<file path="src/rtl/clock_pkg.sv">
// Shared definitions for the time-set controller: session states,
// display field-select codes, field limits and small field helpers.
package clock_pkg;

    // Session states; S_YEAR..S_SEC share their encoding with field_sel.
    typedef enum logic [2:0] {
        ST_RUN    = 3'd0,
        ST_YEAR   = 3'd1,
        ST_MON    = 3'd2,
        ST_DAY    = 3'd3,
        ST_HOUR   = 3'd4,
        ST_MIN    = 3'd5,
        ST_SEC    = 3'd6,
        ST_COMMIT = 3'd7
    } state_t;

    // Display field-select codes.
    localparam logic [2:0] FS_NONE   = 3'd0;
    localparam logic [2:0] FS_YEAR   = 3'd1;
    localparam logic [2:0] FS_MONTH  = 3'd2;
    localparam logic [2:0] FS_DAY    = 3'd3;
    localparam logic [2:0] FS_HOUR   = 3'd4;
    localparam logic [2:0] FS_MINUTE = 3'd5;
    localparam logic [2:0] FS_SECOND = 3'd6;

    // Field limits (day maximum is a module parameter).
    localparam logic [7:0] FIELD_ZERO = 8'd0;
    localparam logic [7:0] YEAR_MAX   = 8'd99;
    localparam logic [7:0] MONTH_MIN  = 8'd1;
    localparam logic [7:0] MONTH_MAX  = 8'd12;
    localparam logic [7:0] DAY_MIN    = 8'd1;
    localparam logic [7:0] HOUR_MAX   = 8'd23;
    localparam logic [7:0] MINSEC_MAX = 8'd59;

    // Increment with wrap; anything at or above the maximum goes to the minimum.
    function automatic logic [7:0] wrap_inc(input logic [7:0] v,
                                            input logic [7:0] lo,
                                            input logic [7:0] hi);
        return (v >= hi) ? lo : v + 8'd1;
    endfunction

    // Force an out-of-range snapshot value to the field minimum.
    function automatic logic [7:0] clamp_field(input logic [7:0] v,
                                               input logic [7:0] lo,
                                               input logic [7:0] hi);
        return ((v < lo) || (v > hi)) ? lo : v;
    endfunction

    // Order in which the mode button walks through the edit states.
    function automatic state_t next_state(input state_t s);
        case (s)
            ST_YEAR: return ST_MON;
            ST_MON:  return ST_DAY;
            ST_DAY:  return ST_HOUR;
            ST_HOUR: return ST_MIN;
            ST_MIN:  return ST_SEC;
            ST_SEC:  return ST_COMMIT;
            default: return ST_RUN;
        endcase
    endfunction

endpackage

</file>
<file path="src/rtl/btn_edge.sv">
// Button rise detector with optional hold-to-repeat.
// Repeat logic is only active when CLOCK_SET_AUTO_REPEAT_EN is defined and
// the instance has REPEAT_EN set; otherwise the counter stays at zero.
module btn_edge #(
    parameter bit REPEAT_EN  = 1'b0,
    parameter int REPEAT_DLY = 25_000_000,
    parameter int REPEAT_CYC = 5_000_000
) (
    input  logic clk,
    input  logic rst,
    input  logic i_btn,
    input  logic i_rep_en,
    output logic o_pulse
);
`ifdef CLOCK_SET_AUTO_REPEAT_EN
    localparam bit REP_ON = REPEAT_EN;
`else
    localparam bit REP_ON = 1'b0;
`endif
    localparam int RMAX = (REPEAT_DLY > REPEAT_CYC) ? REPEAT_DLY : REPEAT_CYC;
    localparam int RW   = $clog2(RMAX + 1);

    logic          r_prev;
    logic [RW-1:0] r_rep_cnt;
    logic          r_armed;
    logic          w_rise;
    logic          w_held;
    logic          w_rep_hit;

    assign w_rise    = i_btn & ~r_prev;
    assign w_held    = i_btn & r_prev & i_rep_en & REP_ON;
    assign w_rep_hit = r_armed ? (r_rep_cnt == RW'(REPEAT_CYC - 1))
                               : (r_rep_cnt == RW'(REPEAT_DLY - 1));
    assign o_pulse   = w_rise | (w_held & w_rep_hit);

    // History register; resets high so a button held through reset gives no edge.
    always_ff @(posedge clk or negedge rst) begin
        if (!rst) r_prev <= 1'b1;
        else      r_prev <= i_btn;
    end

    // Hold timer: first repeat after REPEAT_DLY, then every REPEAT_CYC.
    always_ff @(posedge clk or negedge rst) begin
        if (!rst) begin
            r_rep_cnt <= '0;
            r_armed   <= 1'b0;
        end else if (!w_held) begin
            r_rep_cnt <= '0;
            r_armed   <= 1'b0;
        end else if (w_rep_hit) begin
            r_rep_cnt <= '0;
            r_armed   <= 1'b1;
        end else begin
            r_rep_cnt <= r_rep_cnt + RW'(1);
        end
    end

endmodule

</file>
<file path="src/rtl/clock_set_ctrl.sv">
// Button-driven time-set controller: snapshot, per-field edit, commit strobe,
// inactivity abort, field-select and blink for the display.
// Optional auto-repeat on the inc button: CLOCK_SET_AUTO_REPEAT_EN.
module clock_set_ctrl
    import clock_pkg::*;
#(
    parameter int DAYS_PER_MONTH = 30,
    parameter int TIMEOUT_CYC    = 50_000_000,
    parameter int BLINK_CYC      = 12_500_000,
    parameter int REPEAT_DLY     = 25_000_000,
    parameter int REPEAT_CYC     = 5_000_000
) (
    input  logic       clk,
    input  logic       rst,
    input  logic       btn_mode,
    input  logic       btn_inc,
    input  logic [7:0] cur_year,
    input  logic [7:0] cur_month,
    input  logic [7:0] cur_day,
    input  logic [7:0] cur_hour,
    input  logic [7:0] cur_minute,
    input  logic [7:0] cur_second,
    output logic       set_en,
    output logic       load,
    output logic [7:0] ld_year,
    output logic [7:0] ld_month,
    output logic [7:0] ld_day,
    output logic [7:0] ld_hour,
    output logic [7:0] ld_minute,
    output logic [7:0] ld_second,
    output logic [2:0] field_sel,
    output logic       blink,
    output logic [2:0] dbg_state
);
    localparam int         TW       = $clog2(TIMEOUT_CYC + 1);
    localparam int         BW       = $clog2(BLINK_CYC + 1);
    localparam logic [7:0] DAY_MAX  = 8'(DAYS_PER_MONTH);

    state_t        r_state;
    logic [7:0]    r_ld_year, r_ld_month, r_ld_day, r_ld_hour, r_ld_minute, r_ld_second;
    logic [TW-1:0] r_tmo;
    logic [BW-1:0] r_blink_cnt;
    logic          r_blink;
    logic          w_mode_pulse;
    logic          w_inc_pulse;
    logic          w_editing;

    assign w_editing = (r_state != ST_RUN) && (r_state != ST_COMMIT);

    btn_edge #(.REPEAT_EN(1'b0), .REPEAT_DLY(REPEAT_DLY), .REPEAT_CYC(REPEAT_CYC)) u_mode (
        .clk(clk), .rst(rst), .i_btn(btn_mode), .i_rep_en(1'b0), .o_pulse(w_mode_pulse)
    );

    btn_edge #(.REPEAT_EN(1'b1), .REPEAT_DLY(REPEAT_DLY), .REPEAT_CYC(REPEAT_CYC)) u_inc (
        .clk(clk), .rst(rst), .i_btn(btn_inc), .i_rep_en(w_editing), .o_pulse(w_inc_pulse)
    );

    // Session FSM with shadow registers and inactivity timer; mode beats inc.
    always_ff @(posedge clk or negedge rst) begin
        if (!rst) begin
            r_state     <= ST_RUN;
            r_tmo       <= '0;
            r_ld_year   <= '0;
            r_ld_month  <= '0;
            r_ld_day    <= '0;
            r_ld_hour   <= '0;
            r_ld_minute <= '0;
            r_ld_second <= '0;
        end else begin
            case (r_state)
                ST_RUN: begin
                    r_tmo <= '0;
                    if (w_mode_pulse) begin
                        r_state     <= ST_YEAR;
                        r_ld_year   <= clamp_field(cur_year,   FIELD_ZERO, YEAR_MAX);
                        r_ld_month  <= clamp_field(cur_month,  MONTH_MIN,  MONTH_MAX);
                        r_ld_day    <= clamp_field(cur_day,    DAY_MIN,    DAY_MAX);
                        r_ld_hour   <= clamp_field(cur_hour,   FIELD_ZERO, HOUR_MAX);
                        r_ld_minute <= clamp_field(cur_minute, FIELD_ZERO, MINSEC_MAX);
                        r_ld_second <= clamp_field(cur_second, FIELD_ZERO, MINSEC_MAX);
                    end
                end
                ST_COMMIT: begin
                    r_tmo   <= '0;
                    r_state <= ST_RUN;
                end
                default: begin
                    if (w_mode_pulse) begin
                        r_state <= next_state(r_state);
                        r_tmo   <= '0;
                    end else if (w_inc_pulse) begin
                        r_tmo <= '0;
                        case (r_state)
                            ST_YEAR: r_ld_year   <= wrap_inc(r_ld_year,   FIELD_ZERO, YEAR_MAX);
                            ST_MON:  r_ld_month  <= wrap_inc(r_ld_month,  MONTH_MIN,  MONTH_MAX);
                            ST_DAY:  r_ld_day    <= wrap_inc(r_ld_day,    DAY_MIN,    DAY_MAX);
                            ST_HOUR: r_ld_hour   <= wrap_inc(r_ld_hour,   FIELD_ZERO, HOUR_MAX);
                            ST_MIN:  r_ld_minute <= wrap_inc(r_ld_minute, FIELD_ZERO, MINSEC_MAX);
                            ST_SEC:  r_ld_second <= wrap_inc(r_ld_second, FIELD_ZERO, MINSEC_MAX);
                            default: ;
                        endcase
                    end else if (r_tmo == TW'(TIMEOUT_CYC - 1)) begin
                        r_state <= ST_RUN;
                        r_tmo   <= '0;
                    end else begin
                        r_tmo <= r_tmo + TW'(1);
                    end
                end
            endcase
        end
    end

    // Blink generator: free-running half-period toggle while not in RUN.
    always_ff @(posedge clk or negedge rst) begin
        if (!rst) begin
            r_blink_cnt <= '0;
            r_blink     <= 1'b0;
        end else if (r_state == ST_RUN) begin
            r_blink_cnt <= '0;
            r_blink     <= 1'b0;
        end else if (r_blink_cnt == BW'(BLINK_CYC - 1)) begin
            r_blink_cnt <= '0;
            r_blink     <= ~r_blink;
        end else begin
            r_blink_cnt <= r_blink_cnt + BW'(1);
        end
    end

    // Field-select decode of the state register.
    always_comb begin
        field_sel = FS_NONE;
        case (r_state)
            ST_YEAR: field_sel = FS_YEAR;
            ST_MON:  field_sel = FS_MONTH;
            ST_DAY:  field_sel = FS_DAY;
            ST_HOUR: field_sel = FS_HOUR;
            ST_MIN:  field_sel = FS_MINUTE;
            ST_SEC:  field_sel = FS_SECOND;
            default: field_sel = FS_NONE;
        endcase
    end

    assign set_en    = (r_state != ST_RUN);
    assign load      = (r_state == ST_COMMIT);
    assign blink     = r_blink;
    assign dbg_state = r_state;
    assign ld_year   = r_ld_year;
    assign ld_month  = r_ld_month;
    assign ld_day    = r_ld_day;
    assign ld_hour   = r_ld_hour;
    assign ld_minute = r_ld_minute;
    assign ld_second = r_ld_second;

endmodule

</file>
<file path="config.mk">
export PLATFORM = sky130hd
export DESIGN_NAME = clock_set_ctrl
export DESIGN_NICKNAME = d
export VERILOG_FILES = /design/src/rtl/clock_pkg.sv /design/src/rtl/btn_edge.sv /design/src/rtl/clock_set_ctrl.sv
export SDC_FILE = /design/constraint.sdc
export NUM_CORES = 1
export LEC_CHECK = 0
export ABC_AREA = 1
export CAP_MARGIN = 40
export CORE_MARGIN = 8
export CORE_UTILIZATION = 31
export CTS_CLUSTER_SIZE = 16
export DETAILED_ROUTE_END_ITERATION = 8
export GPL_ROUTABILITY_DRIVEN = 0
export GPL_TIMING_DRIVEN = 0
export PLACE_DENSITY_LB_ADDON = 0.12
export SKIP_CTS_REPAIR_TIMING = 1
export SYNTH_ARGS = -nofsm -noshare
export SYNTH_HDL_FRONTEND = slang
export SYNTH_SLANG_ARGS = --single-unit
</file>
<file path="constraint.sdc">
create_clock -name clk -period 3.96 [get_ports clk]
set_clock_uncertainty 0.15 [all_clocks]
set_input_delay 0.396 -clock clk [delete_from_list [all_inputs] [get_ports clk]]
set_output_delay 0.396 -clock clk [all_outputs]
set_load 0.01 [all_outputs]
</file>
==> impl_metrics.env, run 1 <==
export IMPL_outcome="complete, no violations"
export IMPL_diodes=0
export IMPL_place_area_mm2=0.00758
export IMPL_ff2ff_setup_slack_ps=1780
export IMPL_core_mm2=0.0195
export IMPL_rows=51
export IMPL_syn_cell_area_mm2=0.00614
export IMPL_critPathCapture="set_en"
export IMPL_cts_tree="done"
export IMPL_max_stage_delay_ps=590
export IMPL_end_kind="output port"
export IMPL_grt_setup_unrepaired="no"
export IMPL_critical_path_cell_chain="inv_1, ha_1, nand2_4, buf_4, clkdlybuf4s50_1"
export IMPL_grt_util_all_layers_pct=14.3
export IMPL_fmax_ghz=0.375
export IMPL_dp_cells=1260
export IMPL_crit_cells=5
export IMPL_leakage_nw=3.61
export IMPL_min_path_type="reg -> reg"
export IMPL_area_growth_pct=28.4
export IMPL_syn_inst=886
export IMPL_relSlewSlack_pct=50.6
export IMPL_detail_route_antenna_nets=0
export IMPL_seq_area_frac_synth_pct=42.4
export IMPL_cp_max_fo=10
export IMPL_via_count=5684
export IMPL_fin_ws_ps=1290
export IMPL_ctsHtreeMaxLevel=3
export IMPL_drive_gt1_share_pct=4.64
export IMPL_crit_slowest_cell="clkdlybuf4s50_1"
export IMPL_grt_pass1_vias=5723
export IMPL_die_w_um=157
export IMPL_pwr_density_cell_mw_per_mm2=548
export IMPL_ys_warn_count=0
export IMPL_yosysTopAreaCellShare_pct=41.5
export IMPL_clkLatencyLatePin_ps=350
export IMPL_port_buffers=108
export IMPL_ios=109
export IMPL_initial_core_util_pct=31.6
export IMPL_ys_types=31
export IMPL_grt_overflow=0
export IMPL_avgSynthCellArea_um2=6.93
export IMPL_cts_buffers=9
export IMPL_dieArea_mm2=0.0246
export IMPL_drt_total_wl_um=16700
export IMPL_start_kind="flip-flop"
export IMPL_worstSetupPathType="reg -> out"
export IMPL_dr_first_iter_drc_count=253
export IMPL_cpLargestDelayFamily="buffers and inverters"
export IMPL_grt_pass1_wl_um=28300
export IMPL_grt_max_degree=63
export IMPL_fin_util_pct=40.5
export IMPL_dp_hpwl_um=12900
export IMPL_r2r_start="dbg_state[0]$_DFFE_PN0P_"
export IMPL_setup_viol=0
export IMPL_hold_viol=0
export IMPL_critical_path_required_ps=3410
export IMPL_synth_top_area_cell="dfrtp_1"
export IMPL_synthTopCellsByArea="dfrtp_1 42%, nand2_1 19%, nor2_1 8.6%"
export IMPL_fin_tns_setup_ps=0
export IMPL_maxCapViolCount=0
export IMPL_ys_ff_latch=104
export IMPL_reg2reg_to="ld_second[2]$_DFFE_PN0P_"
export IMPL_hold_ws_ps=313
export IMPL_tightest_slew_ps=735
export IMPL_viasPerCell=4.45
export IMPL_arrival_ps=2120
export IMPL_antenna_found_initial=0
export IMPL_pre_cts_ws_ps=1640
export IMPL_hp_start="r_blink_cnt[0]$_DFF_PN0_"
export IMPL_r2r_cells=11
export IMPL_period_needed_ps=2670
export IMPL_clk_pin_slew_worst_paths_ps=70
export IMPL_critPathLaunch="dbg_state[0]$_DFFE_PN0P_"
export IMPL_final_cells=1277
export IMPL_synth_net_count=952
export IMPL_avgRoutedWirePerCell_um=13.1
export IMPL_clock_sinks=104
export IMPL_die_h_um=157
export IMPL_root_buffer="clkbuf_16"
export IMPL_drt_first_pass_iters=5
export IMPL_period_share_pct=67.3
export IMPL_fin_area_mm2=0.00789
export IMPL_clockBufferDepth=2
export IMPL_nFillCells=2089
export IMPL_final_nets=1073
export IMPL_max_vdd_ir_drop_v=0.000243
export IMPL_drv_slew=0
export IMPL_drc_errors=0
export IMPL_finalPower_mw=4.32
export IMPL_path_buf_inv=3
## layer usage
layer  global-route usage (%)  vias to the layer above  part of all wire (%)
met5                        0                        -                     0
met4                     4.30                        0                   1.6
met3                     3.17                       16                   4.2
met2                     23.7                       85                    47
met1                     18.1                     2572                    47
li1                         -                     3011                     -
## registers in the layout, summed over array words and instances, names as in the netlist, 3 cells and up
name,cells
ld_minute,8
dbg_state,3
ld_day,8
ld_hour,8
ld_second,8
ld_year,8
r_tmo,26
ld_month,8
r_blink_cnt,24
## Yosys cell counts, drive strengths merged
cell / n
nand2: 308
dfstp: 2
and2: 1
xor2: 14
o21ai: 34
or2: 2
nand4: 23
clkbuf: 3
inv: 110
dfrtp: 102
ha: 14
and3: 2
o21a: 5
a21oi: 9
nor3: 34
nand3: 56
xnor2: 5
a31o: 1
o22ai: 1
buf: 8
a31oi: 6
nor2: 146
## where the power goes
group	total, mW	switching, mW	leakage (nW)	internal, mW
sequential	1.46	0.225	1.40	1.24
combinational	1.95	1.14	2.06	0.803
clock	0.913	0.406	0.145	0.507
## layout make-up
class                   instances  area, µm²  area share [%]
multi-input cells             661       3060            38.8
plain buffers                  11       65.1           0.825
clock buffers                  11        243            3.08
clock inverters                 5       56.3           0.714
well taps                     265        332            4.20
flip-flops and latches        104       2610            33.0
repair buffers                110       1120            14.1
inverters                     110        413            5.23
## worst min path at each step
stage / depth (start not counted) / slack [ps] / end
after floorplan: 0 / -50 / blink$_DFFE_PN0P_
after CTS: 1 / -80 / r_blink_cnt[0]$_DFF_PN0_
after detailed placement: 1 / 300 / r_blink_cnt[1]$_DFF_PN0_
final: 1 / 310 / r_blink_cnt[0]$_DFF_PN0_
after global placement: 1 / 300 / r_blink_cnt[0]$_DFF_PN0_
after global routing: 1 / 330 / r_blink_cnt[0]$_DFF_PN0_
## cells by family after synthesis
logic type      synth area share (%)
simple gates                    38.7
xor+xnor                        2.71
compound gates                  5.52
fa+ha+maj                       2.85
flops                           42.4
buf+inv                         7.78
## placed cells by master (no fill, tap or decap), types with 3 or more instances in the layout
cell type | synthesis | routed
nand2_1 | 306 | 306
nor2_1 | 141 | 141
clkdlybuf4s50_1 | 0 | 107
inv_1 | 105 | 105
dfrtp_1 | 102 | 102
nand3_1 | 54 | 54
nor3_1 | 34 | 34
o21ai_0 | 34 | 34
nand4_1 | 23 | 23
xor2_1 | 14 | 14
ha_1 | 14 | 14
clkbuf_16 | 0 | 9
a21oi_1 | 6 | 6
a31oi_1 | 6 | 6
inv_2 | 5 | 5
xnor2_1 | 5 | 5
o21a_1 | 5 | 5
buf_4 | 3 | 4
buf_2 | 4 | 4
nor2_2 | 4 | 4
clkbuf_1 | 3 | 4
a21oi_4 | 3 | 3
## worst register-to-register path, cell delays in order, from the launching register on
cell and delay [ps]:
dfrtp_1 420, inv_1 80, ha_1 260, nand2_4 150, inv_2 60, buf_6 160
nand2_4 90, nand3_4 140, a21oi_4 280, inv_2 140, nand2_1 80, nand2_1 60
Power figures use the tool's default switching activity.
==> run 2: changes to the inputs <==
==> constraint.sdc (replaced) <==
create_clock -name clk -period 2.45 [get_ports clk]
set_clock_uncertainty 0.15 [all_clocks]
set_input_delay 0.245 -clock clk [delete_from_list [all_inputs] [get_ports clk]]
set_output_delay 0.245 -clock clk [all_outputs]
set_load 0.01 [all_outputs]
==> run 2 against run 1 <==
  * Sequential share of layout area is 0.057 points lower
  * Cell count hardly changed
  * Die area stayed put
  * Count of clock-buffer cells in the layout stayed put
  * Design area is 0.22% higher
  * Combinational power is 62% higher
  * Clock power is 62% higher
  * Largest cell class unchanged
  * Highest routed layer unchanged
==> impl_metrics.env, run 2 (synthesized netlist as in run 1, its figures left out) <==
export IMPL_grt_pass1_vias=5723
export IMPL_period_share_pct=89.2
export IMPL_cpLargestDelayFamily="buffers and inverters"
export IMPL_fmax_ghz=0.458
export IMPL_clk_pin_slew_worst_paths_ps=70
export IMPL_hold_ws_ps=182
export IMPL_worstSetupPathType="reg -> out"
export IMPL_drt_total_wl_um=16700
export IMPL_final_cell_mix="306 x nand2_1, 141 x nor2_1, 105 x inv_1, 105 x clkdlybuf4s50_1, 101 x dfrtp_1"
export IMPL_clock_sinks=104
export IMPL_fin_area_mm2=0.00791
export IMPL_maxCapViolCount=0
export IMPL_antenna_found_initial=0
export IMPL_cp_max_fo=5
export IMPL_place_area_mm2=0.00758
export IMPL_grt_overflow=0
export IMPL_top_regs="r_tmo: 26 flops, r_blink_cnt: 24 flops"
export IMPL_area_growth_pct=28.7
export IMPL_fin_ws_ps=265
export IMPL_drive_gt1_share_pct=4.84
export IMPL_leakage_nw=3.64
export IMPL_clkLatencyLatePin_ps=350
export IMPL_final_cells=1278
export IMPL_dp_hpwl_um=12900
export IMPL_drt_first_pass_iters=5
export IMPL_largest_reg_flops=26
export IMPL_ctsHtreeMaxLevel=3
export IMPL_viasPerCell=4.45
export IMPL_cts_tree="done"
export IMPL_max_stage_delay_ps=510
export IMPL_crit_slowest_cell="clkdlybuf4s50_1"
export IMPL_cts_buffers=9
export IMPL_clockBufferDepth=2
export IMPL_finalPower_mw=7.00
export IMPL_final_common_cell="nand2_1"
export IMPL_grt_max_degree=63
export IMPL_core_mm2=0.0195
export IMPL_start_kind="flip-flop"
export IMPL_setup_viol=0
export IMPL_root_buffer="clkbuf_16"
export IMPL_grt_setup_unrepaired="no"
export IMPL_largest_register="r_tmo"
export IMPL_outcome="complete, no violations"
export IMPL_relSlewSlack_pct=50.6
export IMPL_path_buf_inv=1
export IMPL_drc_errors=0
export IMPL_final_nets=1074
export IMPL_pwr_density_cell_mw_per_mm2=886
export IMPL_detail_route_antenna_nets=0
export IMPL_pre_cts_ws_ps=257
export IMPL_nFillCells=2088
export IMPL_grt_pass1_wl_um=28300
export IMPL_avgRoutedWirePerCell_um=13.1
export IMPL_die_w_um=157
export IMPL_dp_cells=1260
export IMPL_hold_viol=0
export IMPL_tightest_slew_ps=735
export IMPL_die_h_um=157
export IMPL_drv_slew=0
export IMPL_arrival_ps=1790
export IMPL_critical_path_cell_chain="ha_1, nand2_1, nand2_1, clkdlybuf4s50_1"
export IMPL_min_path_type="in -> reg"
export IMPL_dieArea_mm2=0.0246
export IMPL_grt_util_all_layers_pct=14.3
export IMPL_initial_core_util_pct=31.6
export IMPL_diodes=0
export IMPL_end_kind="output port"
export IMPL_port_buffers=108
export IMPL_ios=109
export IMPL_via_count=5684
export IMPL_cpMostUsedCell="nand2_1"
export IMPL_rows=51
export IMPL_dr_first_iter_drc_count=206
export IMPL_max_vdd_ir_drop_v=0.000393
export IMPL_critical_path_required_ps=2060
export IMPL_period_needed_ps=2180
run 2: final cells by class:
cell class	count	area (µm²)	share of cell area (%)
clock buffers	11	243	3.07
inverters	110	413	5.22
clock inverters	5	56.3	0.712
well taps	265	332	4.19
multi-input cells	661	3060	38.7
plain buffers	11	68.8	0.870
repair buffers	111	1130	14.3
flip-flops and latches	104	2610	33.0
run 2: stage by stage:
| stage | setup TNS (ps) | util [%] |
|---|---|---|
| global placement | -343760 | 38.8 |
| floorplan | 0 | - |
| finish | 0 | 40.6 |
| CTS | -123 | 40.5 |
| detailed placement | 0 | 39.0 |
| global route | 0 | 40.6 |
run 2: worst paths after layout:
path / start / to / slack, ps / cells past startpoint
worst min-delay path: btn_inc / u_inc.r_prev$_DFF_PN1_ / 180 / 1
worst max register to register: r_tmo[0]$_DFF_PN0_ / r_tmo[16]$_DFF_PN0_ / 290 / 8
worst max-delay path: dbg_state[0]$_DFFE_PN0P_ / field_sel[1] / 270 / 4
min in group asynchronous: rst / r_blink_cnt[1]$_DFF_PN0_ / 290 / 2
worst min register to register: r_blink_cnt[0]$_DFF_PN0_ / r_blink_cnt[0]$_DFF_PN0_ / 310 / 1
max in group asynchronous: rst / u_mode.r_prev$_DFF_PN1_ / 1100 / 3
run 2: power by group:
part           switching [mW]  internal [mW]  leakage [nW]
Combinational            1.85           1.31          2.09
Sequential              0.361           2.01          1.40
Clock                   0.657          0.820         0.145
Total                    2.87           4.14          3.64
run 2: routing by layer:
layer / GRT usage (%) / vias up / wire [µm]
met1: 18.1 / 2575 / 7910
met5: 0 / - / 0
met4: 4.30 / 0 / 265
met3: 3.17 / 16 / 681
li1: - / 3014 / -
met2: 23.7 / 79 / 7870
==> run 3: changes to the inputs <==
--- a/config.mk
+++ b/config.mk
@@ -7,7 +7,6 @@
 export LEC_CHECK = 0
 export ABC_AREA = 1
 export CAP_MARGIN = 40
-export CORE_MARGIN = 8
 export CORE_UTILIZATION = 31
 export CTS_CLUSTER_SIZE = 16
 export DETAILED_ROUTE_END_ITERATION = 8
==> run 3 against run 2 <==
  * Register-to-register slack got worse by 70 ps
  * Combinational power increased by 2%
  * Non-clock buffer count up 2
  * Critical path type is now reg -> reg
  * Critical path depth up 7
  * Global-route usage is 2.2 points higher
  * Largest cell class unchanged
==> impl_metrics.env, run 3 (synthesized netlist as in run 1, its figures left out) <==
export IMPL_worstSetupPathType="reg -> reg"
export IMPL_end_kind="flip-flop"
export IMPL_final_common_cell="nand2_1"
export IMPL_period_share_pct=90.9
export IMPL_root_buffer="clkbuf_16"
export IMPL_dieArea_mm2=0.0204
export IMPL_maxCapViolCount=0
export IMPL_grt_pass1_vias=5352
export IMPL_hold_viol=0
export IMPL_clockBufferDepth=2
export IMPL_min_path_type="in -> reg"
export IMPL_finalPower_mw=7.05
export IMPL_power_switching_mw=2.88
export IMPL_top_regs="r_tmo: 26 flops, r_blink_cnt: 24 flops"
export IMPL_use_met1_pct=20.9
export IMPL_critical_path_required_ps=2600
export IMPL_grt_overflow=0
export IMPL_drc_errors=0
export IMPL_dp_cells=1260
export IMPL_drv_slew=0
export IMPL_final_cell_mix="306 x nand2_1, 141 x nor2_1, 105 x inv_1, 105 x clkdlybuf4s50_1, 101 x dfrtp_1"
export IMPL_grt_max_degree=71
export IMPL_core_mm2=0.0195
export IMPL_p_int_mw=4.17
export IMPL_antenna_found_initial=1
export IMPL_rows=51
export IMPL_die_h_um=143
export IMPL_period_needed_ps=2230
export IMPL_clock_sinks=104
export IMPL_cp_max_fo=10
export IMPL_clk_pin_slew_worst_paths_ps=80
export IMPL_setup_viol=0
export IMPL_cts_buffers=9
export IMPL_start_kind="flip-flop"
export IMPL_port_buffers=108
export IMPL_area_growth_pct=29.1
export IMPL_die_w_um=143
export IMPL_max_vdd_ir_drop_v=0.000397
export IMPL_switching_share_pct=40.9
export IMPL_cts_tree="done"
export IMPL_via_count=5699
export IMPL_arrival_ps=2380
export IMPL_nFillCells=2063
export IMPL_grt_pass1_wl_um=26300
export IMPL_largest_register="r_tmo"
export IMPL_avgRoutedWirePerCell_um=12.5
export IMPL_seq_area_mm2=0.00261
export IMPL_tightest_slew_ps=747
export IMPL_viasPerCell=4.45
export IMPL_final_cells=1280
export IMPL_ctsHtreeMaxLevel=3
export IMPL_p_comb_share_pct=45.6
export IMPL_final_nets=1076
export IMPL_clockPowerShare_pct=20.8
export IMPL_detail_route_antenna_nets=0
export IMPL_largest_reg_flops=26
export IMPL_fin_tns_setup_ps=0
export IMPL_pwr_density_cell_mw_per_mm2=889
export IMPL_fmax_ghz=0.449
export IMPL_dp_hpwl_um=12100
export IMPL_grt_util_met3_pct=4.33
export IMPL_met2_usage_pct=27.6
export IMPL_drive_gt1_share_pct=4.93
export IMPL_ff2ff_setup_slack_ps=220
export IMPL_multiInputGateArea_mm2=0.00306
export IMPL_outcome="complete, no violations"
export IMPL_drt_total_wl_um=16000
export IMPL_drt_first_pass_iters=4
export IMPL_grt_util_all_layers_pct=16.5
export IMPL_initial_core_util_pct=31.6
export IMPL_dr_first_iter_drc_count=255
export IMPL_globalRoute_busiestLayer="met2"
export IMPL_relSlewSlack_pct=49.8
export IMPL_p_seq_share_pct=33.6
export IMPL_leakage_nw=3.65
export IMPL_clkLatencyLatePin_ps=360
export IMPL_ios=109
export IMPL_grt_setup_unrepaired="no"
## run 3: metrics by stage
stage               hold slack [ps]  utilization, %  setup slack (ps)  instance area [µm²]
CTS                            -367            40.4              -104                 7870
global route                    167            40.7              30.1                 7930
floorplan                      -201               -               547                 6140
finish                          173            40.8               224                 7930
detailed placement             22.4            39.0               265                 7580
global placement                307            38.8             -3380                 7560
## run 3: worst max-delay path, cell delays in order, from the launching register on
cell      delay, ps
dfrtp_2         440
inv_1            90
ha_1            250
nand2_4         110
buf_12          140
inv_2            50
buf_6           160
clkbuf_1        400
nand4_1         180
nand2_1          90
nand2_1          50
nand2_1          60
## run 3: power by group through the flow
stage               Clock [mW]  Sequential [mW]  Combinational, mW
finish                    1.47             2.37               3.21
global route              1.59             2.43               3.61
CTS                       1.52             2.37               3.17
detailed placement           0             2.40               3.16
global placement             0             2.40               3.15
floorplan                    0             2.42               1.84
## run 3: worst paths after layout
check / from / depth (start not counted) / end
min: btn_inc / 1 / u_inc.r_prev$_DFF_PN1_
min in group asynchronous: rst / 2 / r_blink_cnt[0]$_DFF_PN0_
max reg2reg: dbg_state[0]$_DFFE_PN0P_ / 11 / ld_day[2]$_DFFE_PN0P_
max in group asynchronous: rst / 3 / u_mode.r_prev$_DFF_PN1_
max: dbg_state[0]$_DFFE_PN0P_ / 11 / ld_day[2]$_DFFE_PN0P_
min reg2reg: r_blink_cnt[0]$_DFF_PN0_ / 1 / r_blink_cnt[0]$_DFF_PN0_
## run 3: routing by layer
layer | wire, µm | up-vias | share of wire (%)
met2 | 7590 | 95 | 47
met5 | 0 | - | 0
li1 | - | 3034 | -
met1 | 7620 | 2560 | 47
met3 | 675 | 10 | 4.2
met4 | 161 | 0 | 1.0
## run 3: final cells by class
type / instances / share of cell area [%]
multi-input combinational: 661 / 38.6
sequential: 104 / 32.9
timing repair buffer: 113 / 14.6
inverter: 110 / 5.21
tap: 265 / 4.18
clock buffer: 10 / 2.89
buffer: 11 / 0.915
clock inverter: 5 / 0.710
antenna: 1 / 0.0316
